## src/rtl/mult_pkg.sv

```systemverilog
// Shared definitions for the multiplier operand sequencer.
//   W                      : operand/result width, must match the multiplier
//   DebounceCyclesDefault  : stable cycles before a button level changes (10 ms at 50 MHz)
//   state_e                : sequencer FSM states; encodings double as the LED state_code
package mult_pkg;

  localparam int unsigned W = 4;
  localparam int unsigned DebounceCyclesDefault = 500000;

  localparam logic [1:0] StateCodeWaitA = 2'b00;
  localparam logic [1:0] StateCodeWaitB = 2'b01;
  localparam logic [1:0] StateCodeCalc  = 2'b10;
  localparam logic [1:0] StateCodeShow  = 2'b11;

  typedef enum logic [1:0] {
    StWaitA = StateCodeWaitA,
    StWaitB = StateCodeWaitB,
    StCalc  = StateCodeCalc,
    StShow  = StateCodeShow
  } state_e;

endpackage

```

## src/rtl/mult_operand_sequencer_if.sv

```systemverilog
// Board-side bundle between the buttons/switches/multiplier and the sequencer.
//   sw, btn_enter, btn_clear : raw board inputs
//   prod                     : combinational product from the external multiplier
//   op_a, op_b               : operands driven into the multiplier
//   result, result_valid     : registered product for the display
//   state_code               : FSM state for LEDs
// master = board/multiplier side, slave = sequencer.
interface mult_operand_sequencer_if;
  import mult_pkg::*;

  logic [W-1:0] sw;
  logic         btn_enter;
  logic         btn_clear;
  logic [W-1:0] prod;
  logic [W-1:0] op_a;
  logic [W-1:0] op_b;
  logic [W-1:0] result;
  logic         result_valid;
  logic [1:0]   state_code;

  modport master (
    output sw, btn_enter, btn_clear, prod,
    input  op_a, op_b, result, result_valid, state_code
  );

  modport slave (
    input  sw, btn_enter, btn_clear, prod,
    output op_a, op_b, result, result_valid, state_code
  );

endinterface

```

## src/rtl/btn_debounce.sv

```systemverilog
// Pushbutton conditioner: 2-FF synchronizer, stability counter, rising-edge pulse.
//   clk_i, rst_i : clock, asynchronous active-high reset
//   btn_i        : raw asynchronous bouncy button
//   level_o      : debounced level
//   pulse_o      : one-cycle pulse on each debounced 0->1 transition
module btn_debounce #(
  parameter int unsigned DEBOUNCE_CYCLES = mult_pkg::DebounceCyclesDefault
) (
  input  logic clk_i,
  input  logic rst_i,
  input  logic btn_i,
  output logic level_o,
  output logic pulse_o
);

  localparam int unsigned CntW = (DEBOUNCE_CYCLES > 1) ? $clog2(DEBOUNCE_CYCLES) : 1;
  localparam logic [CntW-1:0] CntMax = CntW'(DEBOUNCE_CYCLES - 1);

  logic            sync1_q, sync2_q;
  logic            level_q, level_d;
  logic            pulse_q, pulse_d;
  logic [CntW-1:0] cnt_q, cnt_d;

  // Any cycle where the synchronized input agrees with the debounced level
  // restarts the count, so bounces never accumulate.
  always_comb begin
    cnt_d   = '0;
    level_d = level_q;
    pulse_d = 1'b0;
    if (sync2_q != level_q) begin
      if (cnt_q == CntMax) begin
        level_d = ~level_q;
        pulse_d = ~level_q;
      end else begin
        cnt_d = cnt_q + 1'b1;
      end
    end
  end

  always_ff @(posedge clk_i or posedge rst_i) begin
    if (rst_i) begin
      sync1_q <= 1'b0;
      sync2_q <= 1'b0;
      level_q <= 1'b0;
      pulse_q <= 1'b0;
      cnt_q   <= '0;
    end else begin
      sync1_q <= btn_i;
      sync2_q <= sync1_q;
      level_q <= level_d;
      pulse_q <= pulse_d;
      cnt_q   <= cnt_d;
    end
  end

  assign level_o = level_q;
  assign pulse_o = pulse_q;

endmodule

```

## src/rtl/mult_operand_sequencer.sv

```systemverilog
// Captures operand A then B from the switches on ENTER presses, registers the
// external multiplier's product, and clears everything on CLEAR.
//   clk, rst : clock, asynchronous active-high reset
//   bus_io   : slave side of mult_operand_sequencer_if (switches, buttons,
//              operands, product, result, result_valid, state_code)
module mult_operand_sequencer
  import mult_pkg::*;
#(
  parameter int unsigned DEBOUNCE_CYCLES = DebounceCyclesDefault
) (
  input  logic                     clk,
  input  logic                     rst,
  mult_operand_sequencer_if.slave  bus_io
);

  logic         enter_pulse, clear_pulse;
  state_e       state_q, state_d;
  logic [W-1:0] op_a_q, op_a_d;
  logic [W-1:0] op_b_q, op_b_d;
  logic [W-1:0] result_q, result_d;
  logic         valid_q, valid_d;

  btn_debounce #(.DEBOUNCE_CYCLES(DEBOUNCE_CYCLES)) u_enter (
    .clk_i   (clk),
    .rst_i   (rst),
    .btn_i   (bus_io.btn_enter),
    .level_o (),
    .pulse_o (enter_pulse)
  );

  btn_debounce #(.DEBOUNCE_CYCLES(DEBOUNCE_CYCLES)) u_clear (
    .clk_i   (clk),
    .rst_i   (rst),
    .btn_i   (bus_io.btn_clear),
    .level_o (),
    .pulse_o (clear_pulse)
  );

  always_comb begin
    state_d  = state_q;
    op_a_d   = op_a_q;
    op_b_d   = op_b_q;
    result_d = result_q;
    valid_d  = valid_q;
    // Clear overrides everything, including a coincident enter pulse.
    if (clear_pulse) begin
      state_d  = StWaitA;
      op_a_d   = '0;
      op_b_d   = '0;
      result_d = '0;
      valid_d  = 1'b0;
    end else begin
      case (state_q)
        StWaitA: if (enter_pulse) begin
          op_a_d  = bus_io.sw;
          state_d = StWaitB;
        end
        StWaitB: if (enter_pulse) begin
          op_b_d  = bus_io.sw;
          state_d = StCalc;
        end
        // Operands have settled through the multiplier by now; sample once.
        StCalc: begin
          result_d = bus_io.prod;
          valid_d  = 1'b1;
          state_d  = StShow;
        end
        StShow: if (enter_pulse) begin
          valid_d = 1'b0;
          state_d = StWaitA;
        end
        default: state_d = StWaitA;
      endcase
    end
  end

  always_ff @(posedge clk or posedge rst) begin
    if (rst) begin
      state_q  <= StWaitA;
      op_a_q   <= '0;
      op_b_q   <= '0;
      result_q <= '0;
      valid_q  <= 1'b0;
    end else begin
      state_q  <= state_d;
      op_a_q   <= op_a_d;
      op_b_q   <= op_b_d;
      result_q <= result_d;
      valid_q  <= valid_d;
    end
  end

  assign bus_io.op_a         = op_a_q;
  assign bus_io.op_b         = op_b_q;
  assign bus_io.result       = result_q;
  assign bus_io.result_valid = valid_q;
  assign bus_io.state_code   = state_q;

endmodule

```

## src/flat_wrapper.sv

```systemverilog
// flat-port wrapper written by rule: the top's interface ports become plain ports
module mult_operand_sequencer_flat import mult_pkg::*;
#(
  parameter int unsigned DEBOUNCE_CYCLES = DebounceCyclesDefault
)
  (clk, rst, bus_io_sw, bus_io_btn_enter, bus_io_btn_clear, bus_io_prod, bus_io_op_a, bus_io_op_b, bus_io_result, bus_io_result_valid, bus_io_state_code);
  mult_operand_sequencer_if bus_io_i ();
  input  logic clk;
  input  logic rst;
  input wire logic [$bits(bus_io_i.sw)-1:0] bus_io_sw;
  input wire logic [$bits(bus_io_i.btn_enter)-1:0] bus_io_btn_enter;
  input wire logic [$bits(bus_io_i.btn_clear)-1:0] bus_io_btn_clear;
  input wire logic [$bits(bus_io_i.prod)-1:0] bus_io_prod;
  output wire logic [$bits(bus_io_i.op_a)-1:0] bus_io_op_a;
  output wire logic [$bits(bus_io_i.op_b)-1:0] bus_io_op_b;
  output wire logic [$bits(bus_io_i.result)-1:0] bus_io_result;
  output wire logic [$bits(bus_io_i.result_valid)-1:0] bus_io_result_valid;
  output wire logic [$bits(bus_io_i.state_code)-1:0] bus_io_state_code;
  assign bus_io_i.sw = bus_io_sw;
  assign bus_io_i.btn_enter = bus_io_btn_enter;
  assign bus_io_i.btn_clear = bus_io_btn_clear;
  assign bus_io_i.prod = bus_io_prod;
  assign bus_io_op_a = bus_io_i.op_a;
  assign bus_io_op_b = bus_io_i.op_b;
  assign bus_io_result = bus_io_i.result;
  assign bus_io_result_valid = bus_io_i.result_valid;
  assign bus_io_state_code = bus_io_i.state_code;
  mult_operand_sequencer #(.DEBOUNCE_CYCLES(DEBOUNCE_CYCLES)) u_core (.clk(clk), .rst(rst), .bus_io(bus_io_i));
endmodule
```

## config.mk

```make
export PLATFORM = sky130hd
export DESIGN_NAME = mult_operand_sequencer_flat
export DESIGN_NICKNAME = d
export VERILOG_FILES = /design/src/rtl/mult_pkg.sv /design/src/rtl/mult_operand_sequencer_if.sv /design/src/rtl/btn_debounce.sv /design/src/rtl/mult_operand_sequencer.sv /design/src/flat_wrapper.sv
export SDC_FILE = /design/constraint.sdc
export NUM_CORES = 1
export LEC_CHECK = 0
export ABC_AREA = 1
export BUFFER_PORTS_ARGS = -buffer_cell sky130_fd_sc_hd__buf_4
export CORE_UTILIZATION = 40
export CTS_CLUSTER_DIAMETER = 80
export DETAILED_ROUTE_END_ITERATION = 12
export PLACE_DENSITY_LB_ADDON = 0.1
export SYNTH_ARGS = -nofsm -noshare
export SYNTH_HDL_FRONTEND = slang
export SYNTH_HIERARCHICAL = 1
export SYNTH_SLANG_ARGS = --single-unit
```

## constraint.sdc

```tcl
create_clock -name clk -period 1.43 [get_ports clk]
set_input_delay 0.429 -clock clk [delete_from_list [all_inputs] [get_ports clk]]
set_output_delay 0.429 -clock clk [all_outputs]
set_load 0.03 [all_outputs]
```

== Word-level counts from Yosys, hierarchy flattened ==
Index checks and enable logic that the tools add are counted.
Word-level totals
  flip-flop bits (word level): 61
  input port bits: 12
  output and inout bits: 15
Operators by class
  $add $sub $neg: 2
  eq/ne operators: 10
  multiplexer cells: 23
  bitwise gates (word level): 2
  reductions and logical operators: 12
Operators with widths (count)
  $mux W19: 4
  $add A19 B1 Y19 const B: 2
  $eq A19 B19 Y1 const B: 2
  $mux W4: 7
  $reduce_and A2 Y1: 5
  $ne A3 B3 Y1 const B: 3
  $mux W2: 4
  $pmux W2 S4: 1
  $reduce_bool A2 Y1: 4
  $mux W1: 6
  $eq A2 B2 Y1 const B: 2
  $reduce_and A3 Y1: 1
  $reduce_bool A3 Y1: 1
  $eq A2 B1 Y1 const B: 1
  $logic_not A2 Y1: 1
  $ne A1 B1 Y1: 2
  $not A1 Y1: 2
  $pmux W1 S2: 1

== Depth between registers and ports, before layout ==
  depth after elaboration: 3
  mapped depth: 8
  depth with buffers taken out: 8

== Cells and area by module ==
Netlist, hierarchy kept.
Modules (own cells, without submodules)
  btn_debounce: times used 2, cells an instance 157, area each 1302.5 um^2
  mult_operand_sequencer: times used 1, cells an instance 92, area each 758.2 um^2

== Worst setup path before layout ==
Ideal clock, no wire load.
  path kind: flip-flop to flip-flop
  from: register u_core.state_q[0] (netlist: u_core/bus_io.state_code[0])
  to: register u_core.result_q[0] (netlist: u_core/bus_io.result[0])
  arrival time: 1.284 ns
  data required time: 1.356 ns
  slack: 0.072 ns
  stages on the path, launching flop included: 5
  path buffers: 0
  path through: dfrtp_1 > inv_1 > ha_1 > or2_4 > o21ai_2
Between the ends
  cells in the longest elaborated chain, start to end: 2
Ends and longest elaborated chain
  start, declared: line mult_operand_sequencer.sv:17  | state_e state_q, state_d;
  start signal, assigned: line mult_operand_sequencer.sv:79  | state_q <= StWaitA;
  start signal, assigned: line mult_operand_sequencer.sv:85  | state_q <= state_d;
  $eq A2 B2 Y1: line mult_operand_sequencer.sv:53  | case (state_q)
  $reduce_bool A2 Y1 (no source line)
  end signal, assigned: line mult_operand_sequencer.sv:88  | result_q <= result_d;
  end, declared: line mult_operand_sequencer.sv:20  | logic [W-1:0] result_q, result_d;
Every way passes these cells.
A chain may end at the register's enable or synchronous reset.

== Final worst setup path ==
  from: register u_core.u_clear.cnt_q[0]
  to: register u_core.u_clear.cnt_q[18]
Between the ends
  cells in the longest elaborated chain, start to end: 3
  elaborated cells on any way between the ends: 4
Ends and longest elaborated chain
  start, declared: line btn_debounce.sv:22  | logic [CntW-1:0] cnt_q, cnt_d;
  start signal, assigned: line btn_debounce.sv:52  | cnt_q <= cnt_d;
  $add A19 B1 Y19 / $eq A19 B19 Y1 (equally long branches): line btn_debounce.sv:35, btn_debounce.sv:31
  $mux W19 (*): line btn_debounce.sv:31  | if (cnt_q == CntMax) begin
  $mux W19 (*): line btn_debounce.sv:30  | if (sync2_q != level_q) begin
  named net u_core.u_clear.cnt_d[18]: line btn_debounce.sv:22
The timed path passes the listed nets; every way through them passes the cells marked *.

==> impl_metrics.csv <==
group,metric,value,unit
synthesis,synth_top_family_by_area,"simple AND/OR/NAND/NOR gates",
synthesis,syn_inst,406,
critical_path,crit_fanout,4,
floorplan,dieArea,0.00878,mm²
final_layout,multi_input_area,0.00171,mm²
drt,vias,2687,
floorplan,initial_core_util,0.411,
drt,via_per_inst,4.75,
final_layout,fin_nets,474,
floorplan,die_h,93.7,µm
cts,htree_num_levels,3,
power,combPwrFrac,0.043,
drt,ant_nets,0,
placed_design,dpl-instance-area,0.00375,mm²
drt,drt_wl_total,7.11,mm
final_layout,fin_area,0.00411,mm²
drt,drt_first_pass_iters,4,
final_layout,fillCellCount,813,
critical_path,cp-end-kind,"register",
sta,fin_ws,47.3,ps
hold_path,hold_class,"primary input to async pin",
synthesis,synthMuxAreaShare,0,
sta,final-setup-viol-count,0,
synthesis,synth_nets,424,
power,ir_drop,429,µV
synthesis,synth_cell_types,29,
final_layout,utilization,0.503,
power,p_int,2830,µW
synthesis,synth_adder_area_share,0.0223,
flow_run,cap_violations,0,
cts,cts_tree,"done",
placed_design,dp_hpwl,5.13,mm
synthesis,synth_compound_area_frac,0.0476,
critical_path,worstSetupStartpointType,"register",
critical_path,cp.arrival,1610,ps
synthesis,yosys_warnings,6,
placed_design,dp_slack,14.9,ps
cts,cts.clk_slew.worst_paths,80,ps
power,power_switching,823,µW
floorplan,rows,33,
final_layout,regArea,0.00153,mm²
synthesis,ys_ff_latch,61,
global_route,grt_pass1_wl,12.1,mm
global_route,grt_max_degree,24,
drt,post-route-drc-count,0,
power,cellPowerDensity,889,mW/mm²
final_layout,most-common-layout-cells,"nand2_1 (75), nor2_1 (66), dfrtp_1 (58)",
final_layout,drive_gt1_frac,0.293,
critical_path,required,1650,ps
synthesis,syn_area_per_cell,8.28,µm²
power,p_seq_frac,0.483,
status,status,"complete, no violations",
floorplan,pin_count,27,
cts,cts_buffer_depth,2,
sta,worst_pin_slew,411,ps
synthesis,ys_seq_area_frac,0.454,
floorplan,die_w,93.7,µm
cts,cts.sinks,61,
global_route,grt_antenna_before_repair,0,
placed_design,port_buffers,26,
final_layout,final_common_cell,"nand2_1",
global_route,grt_overflow_total,0,
global_route,grt_pass1_vias,2604,
power,p_leak,0.00179,µW
sta,hold_viol,0,
drt,wl_per_cell,12.6,µm
synthesis,synth-simple-area-share,0.362,
placed_design,gp_congestion,0.924,
sta,maxSlewViolCount,0,
sta,skew,13.0,ps
sta,min_period,1380,ps
sta,fmax,723,MHz
floorplan,core,0.00818,mm²
cts,ctsRootBufferMaster,"clkbuf_8",
synthesis,syn-cell-area,0.00336,mm²
critical_path,worstSetupPathType,"register to register",
sta,min_period_over_period,0.967,
synthesis,synthXorXnorAreaFrac,0.0461,
drt,drt_iter0_drc,81,
sta,max_slew_margin,0.726,
final_layout,area_growth,22.3,%
power,swShare,0.225,
cts,numCtsBuffers,9,
global_route,grt_usage,0.180,
power,power.clock.fraction,0.475,
final_layout,num_antenna_cells,0,
cts,clkLatencyLatePin,340,ps
## synth_stat cells (all sizes together)
master / instances / area [µm²]
a21oi: 8 / 47.6
dfrtp: 61 / 1530
o21bai: 2 / 15.0
nand4: 6 / 37.5
nand3: 39 / 225
xnor2: 4 / 35.0
or2: 1 / 8.76
ha: 6 / 75.1
nor3: 4 / 20.0
xor2: 12 / 120
inv: 56 / 210
o22ai: 2 / 12.5
o21ai: 11 / 70.1
buf: 2 / 18.8
nor3b: 4 / 50.1
nand2: 91 / 392
nor2: 95 / 484
o21a: 2 / 15.0
## worst max-delay path: stages, from the launching register on
cell and delay [ps]:
dfrtp_1 420, ha_4 170, nand2_4 70, nor2_4 190
nand2_4 110, nor2_4 120, nand3_1 70, nand3_1 70
nor2_1 50
## through the flow
stage	hold slack (ps)	TNS (ps)	cells	total power, µW
after floorplan	330	0	406	1870
after global placement	339	0	546	1940
after detailed placement	336	0	546	1940
after CTS	91.5	0	562	3700
after global routing	105	-120	566	3820
final	95.3	0	566	3650
## final cells by class
cell class	count	area share
clock buffer	10	0.0335
inverter	56	0.0511
tap	105	0.0319
clock inverter	6	0.0210
timing repair buffer	41	0.0758
sequential	61	0.372
multi-input combinational	287	0.415
## cells by family after synthesis
group	Yosys count
AO/OA/AOI/OAI	25
XOR/XNOR	16
flip-flops	61
adder cells (fa/ha/maj)	6
AND/OR/NAND/NOR	240
buffers and inverters	58
## flip-flops by register name, indices dropped and copies added, names as in the netlist
name / flops
u_core/u_enter/cnt_q: 19
u_core/bus_io.op_b: 4
u_core/u_enter/pulse_o: 1
u_core/bus_io.state_code: 2
u_core/u_enter/level_o: 1
u_core/u_enter/sync1_q: 1
u_core/u_clear/sync1_q: 1
u_core/bus_io.result_valid: 1
u_core/u_enter/sync2_q: 1
u_core/u_clear/sync2_q: 1
u_core/u_clear/level_o: 1
u_core/bus_io.result: 4
u_core/u_clear/pulse_o: 1
u_core/u_clear/cnt_q: 19
u_core/bus_io.op_a: 4
## what timing repair did
| action | CTS | global route |
|---|---|---|
| hold buffers | 0 | 0 |
| endpoints found under the setup margin | 1 | 24 |
| hold endpoints to repair | 0 | 0 |
| setup buffers | 0 | 4 |
| gates resized for setup | 1 | 22 |
| pin swaps | 0 | 10 |
## layer usage
metal / GRT usage / wire length, µm
met1: 0.237 / 3300
met2: 0.282 / 3380
met3: 0.0461 / 308
met4: 0.0705 / 115
met5: 0 / 0
## power by group through the flow
stage          logic [µW]  registers [µW]  clock network, µW
2_1_floorplan        83.4            1790                  0
3_3_place_gp          148            1790                  0
3_5_place_dp          147            1790                  0
4_1_cts               148            1760               1790
5_1_grt               183            1770               1870
6_report              156            1760               1730
## path summary, 6_finish.rpt
check | startpoint | endpoint | slack, ps | cells past startpoint
min in group clk | bus_io_btn_clear | u_core/u_clear/sync1_q | 190 | 1
worst min-delay path | rst | u_core/bus_io.result[2] | 100 | 3
max in group asynchronous | rst | u_core/u_clear/cnt_q[8] | 1030 | 3
worst max-delay path | u_core/u_clear/cnt_q[0] | u_core/u_clear/cnt_q[18] | 50 | 8
worst max register to register | u_core/u_clear/cnt_q[0] | u_core/u_clear/cnt_q[18] | 50 | 8
worst min register to register | u_core/u_clear/sync1_q | u_core/u_clear/sync2_q | 350 | 0
Power figures use the tool's default switching activity.
